**src/rtl/shift_taps_seq_ctrl.sv**
```systemverilog
// Sequencer for an unreset 8x64 tapped shift register: accepts bytes, drives
// one shift per accepted byte, qualifies the 4-tap window once full, and purges on flush.
module shift_taps_seq_ctrl #(
  parameter int WIDTH  = 8,
  parameter int DEPTH  = 64,
  parameter int CNT_W  = 7,
  parameter int WCNT_W = 16
) (
  input  logic               clk,
  input  logic               rst_n,
  input  logic               in_valid,
  output logic               in_ready,
  input  logic [WIDTH-1:0]   in_data,
  input  logic               flush,
  output logic               sr_shift,
  output logic [WIDTH-1:0]   sr_din,
  input  logic [WIDTH-1:0]   sr_tap0,
  input  logic [WIDTH-1:0]   sr_tap1,
  input  logic [WIDTH-1:0]   sr_tap2,
  input  logic [WIDTH-1:0]   sr_tap3,
  output logic               out_valid,
  input  logic               out_ready,
  output logic [4*WIDTH-1:0] out_window,
  output logic [CNT_W-1:0]   fill_level,
  output logic               busy_flush,
  output logic [WCNT_W-1:0]  win_count
);

  typedef enum logic [1:0] {
    S_FILL  = 2'd0,
    S_RUN   = 2'd1,
    S_FLUSH = 2'd2
  } state_t;

  localparam logic [CNT_W-1:0] LAST = CNT_W'(DEPTH - 1);

  state_t              r_state, w_state_nxt;
  logic [CNT_W-1:0]    r_fill, w_fill_nxt;
  logic [CNT_W-1:0]    r_flush_cnt, w_flush_cnt_nxt;
  logic [WCNT_W-1:0]   r_win_count;
  logic                w_accept;

  // NOTE: every signal written here gets a default first, so no path can leave
  // it unassigned and infer a latch.
  always_comb begin
    w_state_nxt     = r_state;
    w_fill_nxt      = r_fill;
    w_flush_cnt_nxt = r_flush_cnt;
    in_ready        = 1'b0;
    out_valid       = 1'b0;
    busy_flush      = 1'b0;

    // A flush request blocks the byte offered in the same cycle.
    case (r_state)
      S_FILL:  in_ready = !flush;
      S_RUN: begin
        in_ready  = out_ready && !flush;
        out_valid = 1'b1;
      end
      S_FLUSH: busy_flush = 1'b1;
      default: ;
    endcase

    w_accept = in_valid && in_ready;
    sr_shift = w_accept || (r_state == S_FLUSH);
    sr_din   = w_accept ? in_data : '0;

    if (flush) begin
      w_state_nxt     = S_FLUSH;
      w_flush_cnt_nxt = '0;
      w_fill_nxt      = '0;
    end else begin
      case (r_state)
        S_FILL: begin
          if (w_accept) begin
            w_fill_nxt = r_fill + CNT_W'(1);
            if (r_fill == LAST) w_state_nxt = S_RUN;
          end
        end
        S_FLUSH: begin
          if (r_flush_cnt == LAST) begin
            w_state_nxt     = S_FILL;
            w_flush_cnt_nxt = '0;
          end else begin
            w_flush_cnt_nxt = r_flush_cnt + CNT_W'(1);
          end
        end
        default: ;
      endcase
    end
  end

  // NOTE: state registers use non-blocking assignments so every flop samples
  // the pre-edge values regardless of statement order.
  always_ff @(posedge clk or negedge rst_n) begin
    if (!rst_n) begin
      r_state     <= S_FILL;
      r_fill      <= '0;
      r_flush_cnt <= '0;
      r_win_count <= '0;
    end else begin
      r_state     <= w_state_nxt;
      r_fill      <= w_fill_nxt;
      r_flush_cnt <= w_flush_cnt_nxt;
      if (out_valid && out_ready && (r_win_count != '1))
        r_win_count <= r_win_count + WCNT_W'(1);
    end
  end

  assign out_window = {sr_tap3, sr_tap2, sr_tap1, sr_tap0};
  assign fill_level = r_fill;
  assign win_count  = r_win_count;

endmodule

```
**config.mk**
```make
export PLATFORM = sky130hd
export DESIGN_NAME = shift_taps_seq_ctrl
export DESIGN_NICKNAME = d
export VERILOG_FILES = /design/src/rtl/shift_taps_seq_ctrl.sv
export SDC_FILE = /design/constraint.sdc
export NUM_CORES = 1
export LEC_CHECK = 0
export CAP_MARGIN = 20
export CORE_MARGIN = 4
export CORE_UTILIZATION = 38
export DETAILED_ROUTE_END_ITERATION = 10
export MAX_ROUTING_LAYER = met4
export PLACE_DENSITY = 0.8
export SETUP_SLACK_MARGIN = 0.02
export SLEW_MARGIN = 20
export SYNTH_ARGS = -nofsm -noshare
export SYNTH_HDL_FRONTEND = slang
export SYNTH_SLANG_ARGS = --single-unit
```
**constraint.sdc**
```tcl
create_clock -name clk -period 1.9 [get_ports clk]
set_clock_uncertainty 0.1 [all_clocks]
set_input_delay 0.38 -clock clk [delete_from_list [all_inputs] [get_ports clk]]
set_output_delay 0.38 -clock clk [all_outputs]
set_load 0.005 [all_outputs]
```
**Yosys cells after proc, flatten, opt, wreduce, memory -nomap -nowiden**

Index checks and enable logic that the tools add are counted.

- Output and inout bits: 67
- Input port bits: 45
- Register bits after elaboration: 32
- Word-level logic and storage cells: 43

- Add/sub/neg operators: 3
- Reduce and logical (&&, ||, !) cells: 13
- Mux-type cells: 15
- Eq/ne operators: 8

Operators with widths:

| kind | count |
|---|---|
| 7-bit two-way mux | 6 |
| 16-bit by 1-bit adder with 16-bit output, second input constant | 1 |
| 16-bit != test, second input constant | 1 |
| 7-bit by 1-bit adder with 7-bit output, second input constant | 2 |
| 7-bit by 6-bit equality test with 1-bit output, second input constant | 2 |
| 2-bit two-way mux | 4 |
| 8-bit two-way mux | 1 |
| 3-bit != test, second input constant | 2 |
| 2-bit nonzero test | 3 |
| 1-bit logical AND | 4 |
| 2-bit case mux with 2 select lines | 1 |
| 4-bit AND reduction | 1 |
| 3-bit by 2-bit != test with 1-bit output, second input constant | 1 |
| 3-bit nonzero test | 1 |
| 2-bit by 1-bit equality test with 1-bit output, second input constant | 1 |
| 2-bit equality test, second input constant | 1 |
| 2-bit zero test | 1 |
| 1-bit two-way mux | 2 |
| 1-bit case mux with 2 select lines | 1 |
| 2-bit AND reduction | 1 |
| 1-bit zero test | 1 |
| 1-bit logical OR | 1 |

**Depth between registers and ports, before layout**

- Depth after elaboration: 7
- Mapped depth: 5
- Mapped depth without buffers: 5

**Least setup slack after synthesis**

OpenSTA, ideal clock, no wires.

- Path type: register to register
- From: register r_win_count[0] (netlist: win_count[0])
- To: register r_win_count[1] (netlist: win_count[1])
- Setup time: 0.125 ns
- Data required time: 1.675 ns
- Data arrival time: 1.507 ns
- Cell stages (with the launch flop): 6
- Period minus slack after synthesis: 1.732 ns
- Buffers on the path: 0
- Path slack: 0.168 ns
- Cell sequence: dfrtp_1 > ha_1 > nand4_1 > nor4_4 > nor2_1 > mux2_2

- Word-level cells in the longest chain between the ends: 2
- Elaborated cells on any way between the ends: 3
- Classes of those cells: 1 x add/sub; 1 x eq/ne; 1 x reduce/logical

Ends and longest elaborated chain:

| what | line | RTL |
|---|---|---|
| start, declared | 40 | `logic [WCNT_W-1:0] r_win_count;` |
| start signal, assigned | 106 | `r_win_count <= r_win_count + WCNT_W'(1);` |
| branches (longest 2 deep; another with 16-bit by 1-bit adder with 16-bit output) | n/a |  |

Several ways; the timed one is not identified.
A chain may end at the register's enable or synchronous reset.

**Worst setup path in the final report**

- From: register r_state[1]
- To: output port sr_din[5]

- Word-level cells in the longest chain between the ends: 4
- Elaborated cells on any way between the ends: 5
- Classes of those cells: 1 x eq/ne; 2 x mux; 2 x reduce/logical

Ends and longest elaborated chain:

| what | line | RTL |
|---|---|---|
| start, declared | 37 | `state_t r_state, w_state_nxt;` |
| start signal, assigned | 102 | `r_state <= w_state_nxt;` |
| 2-bit by 1-bit equality test with 1-bit output / 2-bit zero test (equally long branches) | 54 | `case (r_state)` |
| 1-bit case mux with 2 select lines * | 54 |  |
| 1-bit logical AND * | 64 | `w_accept = in_valid && in_ready;` |
| 8-bit two-way mux * | 66 | `sr_din = w_accept ? in_data : '0;` |
| end, declared | 16 | `output logic [WIDTH-1:0] sr_din,` |

Every way passes the cells marked *; elsewhere a longest branch is shown, timed or not.

==> results.md <==
- Outcome: completed
- HP Class: input pin to async pin
- Starting Density: roughly two fifths
- # Max-Cap Violations: 0
- RSZ-0062 raised after global routing: yes
- Sequential Power Share: 48.5%
- Worst-path maximum fanout: 3
- Clock network fraction of total power: 46.8%
- ANT nets after route: 0
- CP max stage cell: dfrtp_1
- Reg2Reg Depth: 5
- Slew headroom: a little over 70%
- Ports: 112
- F_max: ~550 MHz
- Vias per std cell: approximately 5.1
- Routed length on met1: 1990 um
- Via count: 1587
- Fin crit period: 1.83 ns
- TritonCTS clock tree: built
- Worst IR Drop VDD: 0.000301 V
- Iteration-0 DRC Markers: just under 70
- Drt wl/cell: 14.7 um
- Top sig layer: met4
- Root Driver: clkbuf_8
- Critical path class: register to output pin
- Total grt overflow: 0
- Layout cells sized above 1: 26.4%
- Setup crit end kind: output pin
- Synthesized area: 1940 um^2
- Final worst slack: 0.0684 ns
- Setup violators final: 0
- Post-Synth XOR/XNOR Area: between 7 and 8%
- Worst-margin pin slew: 0.412 ns
- Post-Syn Area per Cell: 9.78 um^2
- Worst-skew pair later-pin latency: 0.29 ns
- Startpoint Class: register
- Arrival time worst endpoint: 1.35 ns
- Chip height: around 80 um
- Design Area, Final: ~2600 um^2
- Rows: 25
- CP max stage delay: 0.39 ns
- Gpl congestion: around 0.8
- Met3 WL post-DR: 382 um
- Overall die width: 79.4 um
- H-tree Lvls: 2
- Largest net degree at the start of global routing: 33
- Clock Pin Slew Worst Setup and Hold Paths: 0.07 ns
- Simple-gate share of the synthesized area: 28.3%
- I/O Buffers: 47
- Pwr/cell area: approximately 550 nW/um^2
- Leak Pwr: about 0.0012 uW
- Setup TNS: 0 ns
- Vias in the first global route: ~1600
- Syn. warnings: 0
- Initial DRT Pass Iterations: 5
- Total track usage: 16.2%
- Synth async-reset ratio: between 90% and 100%
- Hold-fix buffers, CTS: 0
- Fillers: 464
- HPWL after detailed placement: 3290 um
- Area Overhead vs Synth: 33.0%
- EDFF count, synth: 0
- Register bit total from synthesis: 32
- Area fraction in compound gates after synthesis: between 5 and 6%
- Worst EP required: 1.42 ns
- Psw: 320 uW
- Total power: about 1400 uW
- Int Power: ~1100 uW
- Sink Count: 32
- Crit-path cells: nor2_2 -> o21a_1 -> buf_4 -> and3_1 -> buf_2
- Post-Route WL: 4610 um
- Die area: roughly 6300 um^2
- Max Buffers Root-to-Sink: 2
- Cell variety after synth: 40
- Max Slew Vio Count: 0
- Post-synthesis adder-cell area fraction: 1.94%
- DRC errors left: 0
- Core ar.: between 4000 and 5000 um^2
- Tcrit/Tclk final: 96.4%
- Final hold violations: 0
- Seq/Total Area, Yosys: 41.4%
- Pre-CTS setup slack: -0.516 ns
- Final #Nets: around 290
- First-pass GRT wire length: 7720 um
- Gate power share: between 4 and 5%
- Sw Ratio: 22.4%
- Met2 wire length: 2160 um
- Setup slack, reg-to-reg: about 0.080 ns
- Initial antenna violation count: 0
- ANT cells: 0
- TritonCTS buffer count: 5
- Mux cell area share after synthesis: 2.84%
- Cells after synthesis: 198
- Placed inst area: 2400 um^2
- Synthesized Nets: between 200 and 250
- Top_reg_cell synth: dfrtp_1
- Largest family of logic cells by synthesized area: simple AND/OR/NAND/NOR gates
-- final cells by class --
class / instances / area [um^2] / share of cell area, %
Timing Repair Buffer: 73 / 638 / 24.8
Clock buffer: 5 / 68.8 / 2.67
Inverter: 2 / 7.51 / 0.292
Clock inverter: 3 / 42.5 / 1.65
Multi-Input combinational cell: 131 / 932 / 36.2
Tap cell: 67 / 83.8 / 3.26
Sequential cell: 32 / 801 / 31.1
-- sequential cells by signal (all words and copies together) (netlist names) --
name / cells
r_flush_cnt: 7
win_count: 16
fill_level: 7
r_state: 2
-- routing by layer --
metal / GRT usage, % / vias to the layer above
met5: - / -
met3: 4.85 / 8
met4: 6.36 / 0
li1: - / 756
met1: 20.3 / 751
met2: 24.7 / 72
-- placed cells by master, fill, tap and decap left out, types with 6 or more instances in the layout --
master,netlist,final
nand3_1,7,7
nand2_1,19,19
clkdlybuf4s50_1,0,32
nand4_1,10,10
nor2_1,18,16
dfrtp_1,32,32
buf_4,32,25
xor2_1,12,12
nand2b_1,7,6
-- final timing paths --
path / start / end
min in group clk: win_count[10]$_DFFE_PN0P_ / win_count[10]$_DFFE_PN0P_
setup / recovery: r_state[1]$_DFFE_PN0P_ / sr_din[5]
hold / removal: rst_n / win_count[0]$_DFFE_PN0P_
max in group asynchronous: rst_n / r_flush_cnt[5]$_DFFE_PN0N_
setup reg to reg: r_state[1]$_DFFE_PN0P_ / win_count[6]$_DFFE_PN0P_
hold reg to reg: win_count[10]$_DFFE_PN0P_ / win_count[10]$_DFFE_PN0P_
-- kinds of logic (layout without fill, tap and decap cells) --
kind of cell    Yosys count  in the layout
buf+inv                  36             83
flops                    32             32
fa+ha+maj                 3              3
xor+xnor                 16             16
mux                       5              5
compound gates           16             17
simple gates             90             90
-- per-stage QoR --
stage               cells  utilization, %  hold WS, ns
finish                313            53.4        0.380
global route          313            53.4        0.423
CTS                   312            52.7        0.388
detailed placement    299            49.8        0.406
global placement      299            49.8        0.404
floorplan             198               -      -0.0156
-- critical path, delay by kind of cell (launching register included) --
family	cells	cell delay (ns)
buffers and inverters	2	0.23
DFF	1	0.39
and+or+nand+nor	2	0.26
AOI/OAI and AO/OA	1	0.19
-- power groups by stage --
stage / Sequential (uW) / Clock, uW / Combinational, uW
final: 692 / 667 / 67.6
after detailed placement: 705 / 0 / 69.1
after global routing: 692 / 715 / 77.2
after CTS: 691 / 684 / 68.5
after global placement: 704 / 0 / 67.3
after floorplan: 704 / 0 / 73.7
-- timing repair --
action	in CTS	in global routing
setup endpoints to repair	13	14
pin swaps	3	4
resized for setup	50	10
buffers inserted	4	1
cloned	1	0
-- Yosys cell counts (2+ instances only) --
cell      number  share of area (%)
buf_4         32                 12
dfrtp_1       32                 41
nand2_1       19                3.7
nor2_1        18                3.5
xor2_1        12                5.4
nand4_1       10                3.2
and3_1         9                2.9
nand2b_1       7                2.3
nand3_1        7                1.8
a21oi_1        5                1.3
o21ai_0        4                1.0
xnor2_1        4                1.8
ha_1           3                1.9
mux2_2         3                1.7
a31oi_1        2               0.65
and4_1         2               0.91
inv_1          2               0.39
nand4b_1       2               0.91
nor3b_1        2               0.78
nor4_4         2                2.2
or2_2          2               0.65
(Power assumes the default switching activity.)
